### src/rtl/fix_seqnum_ascii_serializer.sv
// fix_seqnum_ascii_serializer
// Serializes eight captured BCD digits of a FIX sequence number as ASCII
// bytes over a valid/ready handshake, suppressing leading zeros down to
// MIN_DIGITS. Optional framing ('3','4','=' ... SOH) is built only when the
// macro FIX_SEQ_TAG_EN is defined; the default build emits digits only.
module fix_seqnum_ascii_serializer #(
    parameter int MIN_DIGITS = 1
) (
    input  logic       clk,
    input  logic       reset,
    input  logic [3:0] bcd_0,
    input  logic [3:0] bcd_1,
    input  logic [3:0] bcd_2,
    input  logic [3:0] bcd_3,
    input  logic [3:0] bcd_4,
    input  logic [3:0] bcd_5,
    input  logic [3:0] bcd_6,
    input  logic [3:0] bcd_7,
    input  logic       start,
    output logic       busy,
    output logic [7:0] out_data,
    output logic       out_valid,
    input  logic       out_ready,
    output logic       out_last,
    output logic       digit_err
);

    typedef enum logic [1:0] {
        IDLE   = 2'd0,
        TAG    = 2'd1,
        DIGITS = 2'd2,
        TERM   = 2'd3
    } state_t;

    localparam logic [2:0] MIN_IDX = 3'(MIN_DIGITS - 1);

    // Nibble i of the captured digit word.
    function automatic logic [3:0] digit_at(input logic [31:0] d, input logic [2:0] i);
        return d[{i, 2'b00} +: 4];
    endfunction

    // ASCII for one digit; anything above 9 becomes '?'.
    function automatic logic [7:0] to_ascii(input logic [3:0] d);
        return (d > 4'd9) ? 8'h3F : (8'h30 + {4'h0, d});
    endfunction

    // Highest nonzero digit position, never below the minimum width.
    function automatic logic [2:0] start_index(input logic [31:0] d);
        logic [2:0] hi;
        hi = 3'd0;
        for (int i = 0; i < 8; i++) begin
            hi = (d[4*i +: 4] != 4'd0) ? 3'(i) : hi;
        end
        return (hi < MIN_IDX) ? MIN_IDX : hi;
    endfunction

    // True when any nibble is not a decimal digit.
    function automatic logic any_bad(input logic [31:0] d);
        logic bad;
        bad = 1'b0;
        for (int i = 0; i < 8; i++) begin
            bad = bad | (d[4*i +: 4] > 4'd9);
        end
        return bad;
    endfunction

`ifdef FIX_SEQ_TAG_EN
    // Tag prefix bytes "34=" selected by the tag counter.
    function automatic logic [7:0] tag_byte(input logic [1:0] cnt);
        case (cnt)
            2'd0:    return 8'h33;
            2'd1:    return 8'h34;
            default: return 8'h3D;
        endcase
    endfunction

    logic [1:0] tag_cnt, tag_cnt_n;
`endif

    state_t      state, state_n;
    logic [31:0] digits, digits_n;
    logic [2:0]  idx, idx_n;
    logic [7:0]  out_data_n;
    logic        out_valid_n, out_last_n, busy_n, digit_err_n;
    logic [31:0] load_digits;
    logic [2:0]  load_idx;
    logic        accept;

    assign load_digits = {bcd_7, bcd_6, bcd_5, bcd_4, bcd_3, bcd_2, bcd_1, bcd_0};
    assign load_idx    = start_index(load_digits);
    assign accept      = out_valid & out_ready;

    // Next-state and next-output decode; the byte on the bus only changes on an accepted transfer.
    always_comb begin
        state_n     = state;
        digits_n    = digits;
        idx_n       = idx;
        out_data_n  = out_data;
        out_valid_n = out_valid;
        out_last_n  = out_last;
        busy_n      = busy;
        digit_err_n = digit_err;
`ifdef FIX_SEQ_TAG_EN
        tag_cnt_n   = tag_cnt;
`endif
        case (state)
            IDLE: begin
                if (start) begin
                    digits_n    = load_digits;
                    idx_n       = load_idx;
                    digit_err_n = any_bad(load_digits);
                    busy_n      = 1'b1;
                    out_valid_n = 1'b1;
`ifdef FIX_SEQ_TAG_EN
                    state_n     = TAG;
                    tag_cnt_n   = 2'd0;
                    out_data_n  = tag_byte(2'd0);
                    out_last_n  = 1'b0;
`else
                    state_n     = DIGITS;
                    out_data_n  = to_ascii(digit_at(load_digits, load_idx));
                    out_last_n  = (load_idx == 3'd0);
`endif
                end else begin
                    state_n = IDLE;
                end
            end
`ifdef FIX_SEQ_TAG_EN
            TAG: begin
                if (accept) begin
                    if (tag_cnt == 2'd2) begin
                        state_n    = DIGITS;
                        out_data_n = to_ascii(digit_at(digits, idx));
                        out_last_n = 1'b0;
                    end else begin
                        tag_cnt_n  = tag_cnt + 2'd1;
                        out_data_n = tag_byte(tag_cnt + 2'd1);
                    end
                end else begin
                    state_n = TAG;
                end
            end
`endif
            DIGITS: begin
                if (accept) begin
                    if (idx == 3'd0) begin
`ifdef FIX_SEQ_TAG_EN
                        state_n     = TERM;
                        out_data_n  = 8'h01;
                        out_last_n  = 1'b1;
`else
                        state_n     = IDLE;
                        out_data_n  = 8'h00;
                        out_last_n  = 1'b0;
                        out_valid_n = 1'b0;
                        busy_n      = 1'b0;
`endif
                    end else begin
                        idx_n      = idx - 3'd1;
                        out_data_n = to_ascii(digit_at(digits, idx - 3'd1));
`ifdef FIX_SEQ_TAG_EN
                        out_last_n = 1'b0;
`else
                        out_last_n = (idx == 3'd1);
`endif
                    end
                end else begin
                    state_n = DIGITS;
                end
            end
`ifdef FIX_SEQ_TAG_EN
            TERM: begin
                if (accept) begin
                    state_n     = IDLE;
                    out_data_n  = 8'h00;
                    out_last_n  = 1'b0;
                    out_valid_n = 1'b0;
                    busy_n      = 1'b0;
                end else begin
                    state_n = TERM;
                end
            end
`endif
            default: begin
                state_n     = IDLE;
                out_data_n  = 8'h00;
                out_last_n  = 1'b0;
                out_valid_n = 1'b0;
                busy_n      = 1'b0;
            end
        endcase
    end

    // State and registered outputs; reset abandons any field in progress.
    always_ff @(posedge clk or posedge reset) begin
        if (reset) begin
            state     <= IDLE;
            digits    <= 32'h0000_0000;
            idx       <= 3'd0;
            out_data  <= 8'h00;
            out_valid <= 1'b0;
            out_last  <= 1'b0;
            busy      <= 1'b0;
            digit_err <= 1'b0;
`ifdef FIX_SEQ_TAG_EN
            tag_cnt   <= 2'd0;
`endif
        end else begin
            state     <= state_n;
            digits    <= digits_n;
            idx       <= idx_n;
            out_data  <= out_data_n;
            out_valid <= out_valid_n;
            out_last  <= out_last_n;
            busy      <= busy_n;
            digit_err <= digit_err_n;
`ifdef FIX_SEQ_TAG_EN
            tag_cnt   <= tag_cnt_n;
`endif
        end
    end

endmodule

### config.mk
export PLATFORM = sky130hd
export DESIGN_NAME = fix_seqnum_ascii_serializer
export DESIGN_NICKNAME = d
export VERILOG_FILES = /design/src/rtl/fix_seqnum_ascii_serializer.sv
export SDC_FILE = /design/constraint.sdc
export NUM_CORES = 1
export LEC_CHECK = 0
export ABC_AREA = 1
export BUFFER_PORTS_ARGS = -buffer_cell sky130_fd_sc_hd__buf_2
export CAP_MARGIN = 20
export CORE_ASPECT_RATIO = 0.6
export CORE_MARGIN = 10
export CORE_UTILIZATION = 30
export CTS_CLUSTER_SIZE = 8
export DETAILED_ROUTE_END_ITERATION = 8
export HOLD_SLACK_MARGIN = 0.02
export PLACE_DENSITY = 0.49
export SKIP_LAST_GASP = 1
export SYNTH_ARGS = -nofsm -noshare
export SYNTH_HDL_FRONTEND = slang
export SYNTH_SLANG_ARGS = --single-unit
export TNS_END_PERCENT = 50
### constraint.sdc
create_clock -name clk -period 3.14 [get_ports clk]
set_input_delay 0.314 -clock clk [delete_from_list [all_inputs] [get_ports clk]]
set_output_delay 0.314 -clock clk [all_outputs]
set_load 0.005 [all_outputs]
==> run_results.csv <==
group,metric,value,unit
outcome,status,"finished clean",
logic_synthesis,yosys-top-cells-count,"nand2_1, o21ai_0, dfrtp_1",
route,postRouteAntennaNets,0,
clock_tree,cts_num_sinks,44,
route,wl_per_cell,16.7,um
sta,relSlewSlack,54.9,%
route,wirelength,8820,um
sta,setup_tns,0,ns
logic_synthesis,yosysSeqAreaShare,41.7,%
logic_synthesis,syn_avg_cell_area,7.08,um^2
critical_path,worstPathCellList,"clkinv_1 -> ha_1 -> inv_1 -> o21ai_0 -> o22ai_1 -> nand2_1 -> nand2_1 -> o21a_1 -> a21oi_1 -> nor2_1 -> nor2_1 -> a21oi_2",
floorplan,die_h,92.7,um
sta,setup_viol,0,
logic_synthesis,synth_top_area_share,41.7,%
clock_tree,ctsLongestPathBuffers,2,
cells_and_area,fillers,918,
route,firstDrtPassIters,5,
critical_path,startpoint_type,"flip-flop",
clock_tree,cts_tree,"built",
cells_and_area,fin_nets,454,
logic_synthesis,synthTopCellsByArea,"dfrtp_1, nand2_1, o21ai_0",
sta,final-max-slew-violation-count,0,
floorplan,initial_utilization,30.9,%
critical_path,crit_buf_inv,2,
grt,grt_max_degree,62,
critical_path,crit_slowest_cell,"ha_1",
clock_tree,clk_pin_slew,0.06,ns
clock_tree,cts_root_buffer,"clkbuf_16",
grt,grt_pass1_wl,14200,um
critical_path,crit_type,"reg -> reg",
critical_path,worstPathMaxFanout,10,
logic_synthesis,synth_edf_count,0,
cells_and_area,fin_area,3160,um^2
sta,tightest_slew,0.670,ns
logic_synthesis,async_flop_share,100,%
critical_path,critPathTopFamily,"compound AO/OA/AOI/OAI gates",
cells_and_area,drive_gt1_share,17.8,%
min_path,min_path_type,"in -> reg",
place,placement.io_buffers,45,
floorplan,die_w,141,um
power,leakagePower,1.61,nW
logic_synthesis,ys_types,36,
grt,grt_pass1_vias,2533,
grt,track_usage,13.7,%
place,hpwl,6830,um
clock_tree,htree_num_levels,2,
sta,fin_skew,0.00373,ns
logic_synthesis,synth_cells,373,
floorplan,dieArea,13100,um^2
logic_synthesis,synth_top_area_cell,"dfrtp_1",
logic_synthesis,synth_area,2640,um^2
route,vias_per_cell,4.86,
route,vias,2559,
sta,rsz0062_at_grt,"no",
sta,min_period_over_period,77.8,%
place,place_congestion,0.907,
sta,finalHoldViolations,0,
grt,antenna_found_initial,0,
floorplan,core,8560,um^2
critical_path,end_kind,"flip-flop",
route,drt_iter0_markers,326,
critical_path,required,3.36,ns
floorplan,num_rows,26,
clock_tree,numCtsBuffers,5,
floorplan,pin_count,48,
power,vdd_drop_max,318,uV
sta,fmax,409,MHz
logic_synthesis,synth_ff_type,"dfrtp_1",
critical_path,critPathMaxStageDelay,0.48,ns
logic_synthesis,ys_warn_count,0,
sta,period_minus_slack,2.44,ns
logic_synthesis,synth-seq-cells,44,
route,drc,0,
cells_and_area,n_antenna_cell,0,
logic_synthesis,synthMostInstantiatedCell,"nand2_1",
critical_path,arrival,2.67,ns
power,power_density,950,nW/um^2
grt,grt-ovfl-total,0,
cells_and_area,syn_to_final_growth,19.7,%
job,maxCapViolCount,0,
clock_tree,insertion_delay,0.29,ns
place,placed_area,2950,um^2
worst min-delay path, delay by kind of cell:
family / cells / cell delay [ns]
buf+inv: 1 / 0.11
simple gates: 2 / 0.10
report_power, final:
group	leakage [nW]	switching, mW	internal [mW]
combinational	0.983	0.833	0.486
clock	0.0899	0.221	0.452
sequential	0.538	0.181	0.831
per-layer routing:
| layer | GRT usage (%) | share of wire, % | vias to the layer above |
|---|---|---|---|
| met5 | 0 | 0 | - |
| met4 | 2.05 | 0.26 | 0 |
| met3 | 5.46 | 12 | 4 |
| met2 | 16.6 | 37 | 112 |
| met1 | 21.4 | 51 | 1154 |
| li1 | - | - | 1289 |
final cells by class:
cell class | instances | area (um^2) | share of cell area (%)
clock buffer | 5 | 125 | 3.96
clock inverter | 2 | 60.1 | 1.90
inverter | 47 | 178 | 5.62
multi-input combinational | 267 | 1280 | 40.5
sequential | 44 | 1100 | 34.8
tap | 112 | 140 | 4.43
timing repair buffer | 50 | 278 | 8.79
kinds of logic after synthesis:
group           share of synthesized area (%)
fa+ha+maj                                1.42
simple gates                             27.6
other cells                             0.142
compound gates                           18.4
buf+inv                                  10.0
flops                                    41.7
xor+xnor                                0.332
mux                                     0.379
final timing paths:
kind	start	endpoint	slack [ns]	depth (start not counted)
worst max-delay path	idx[0]	out_data[0]	0.70	12
worst min-delay path	bcd_1[0]	digits[4]	0.26	3
worst max register to register	idx[0]	out_data[0]	0.70	12
worst min register to register	digits[24]	digits[24]	0.48	2
max in group asynchronous	reset	digits[17]	2.26	4
min in group asynchronous	reset	out_data[2]	0.44	3
cells in the final DEF (no fill, tap or decap), types with 2 or more instances in the layout:
cell type	count
nand2_1	108
o21ai_0	55
bufinv_16	2
buf_2	45
nor2_2	3
a31oi_1	2
nand4_1	3
dfrtp_1	44
o221ai_1	2
nor2_1	36
clkbuf_16	5
nand3_1	20
a21oi_2	3
buf_4	3
ha_1	3
o22ai_1	6
inv_1	39
inv_2	5
o211ai_1	2
conb_1	2
nand2_2	3
clkinv_1	2
a21oi_1	8
per-stage QoR:
stage          power, mW  utilization (%)  hold slack, ns  std cells  worst slack (ns)
2_1_floorplan       1.88                -           0.424        374             0.732
3_3_place_gp        2.31             34.4           0.464        518             0.711
3_5_place_dp        2.31             34.4           0.466        518             0.745
4_1_cts             3.01             36.6           0.257        525             0.708
5_1_grt             3.27             36.9           0.269        527             0.424
6_report            3.00             36.9           0.264        527             0.696
flip-flops by register name, summed over array words and instances (netlist names):
register	cells
digit_err	1
digits	32
idx	3
out_data	5
out_last	1
out_valid	1
state	1
what timing repair did:
action,CTS,global route
resized for setup,0,0
endpoints found under the setup margin,0,0
hold buffers,0,1
buffers inserted,0,0
endpoints found under the hold margin,0,4
(Power assumes the default switching activity.)
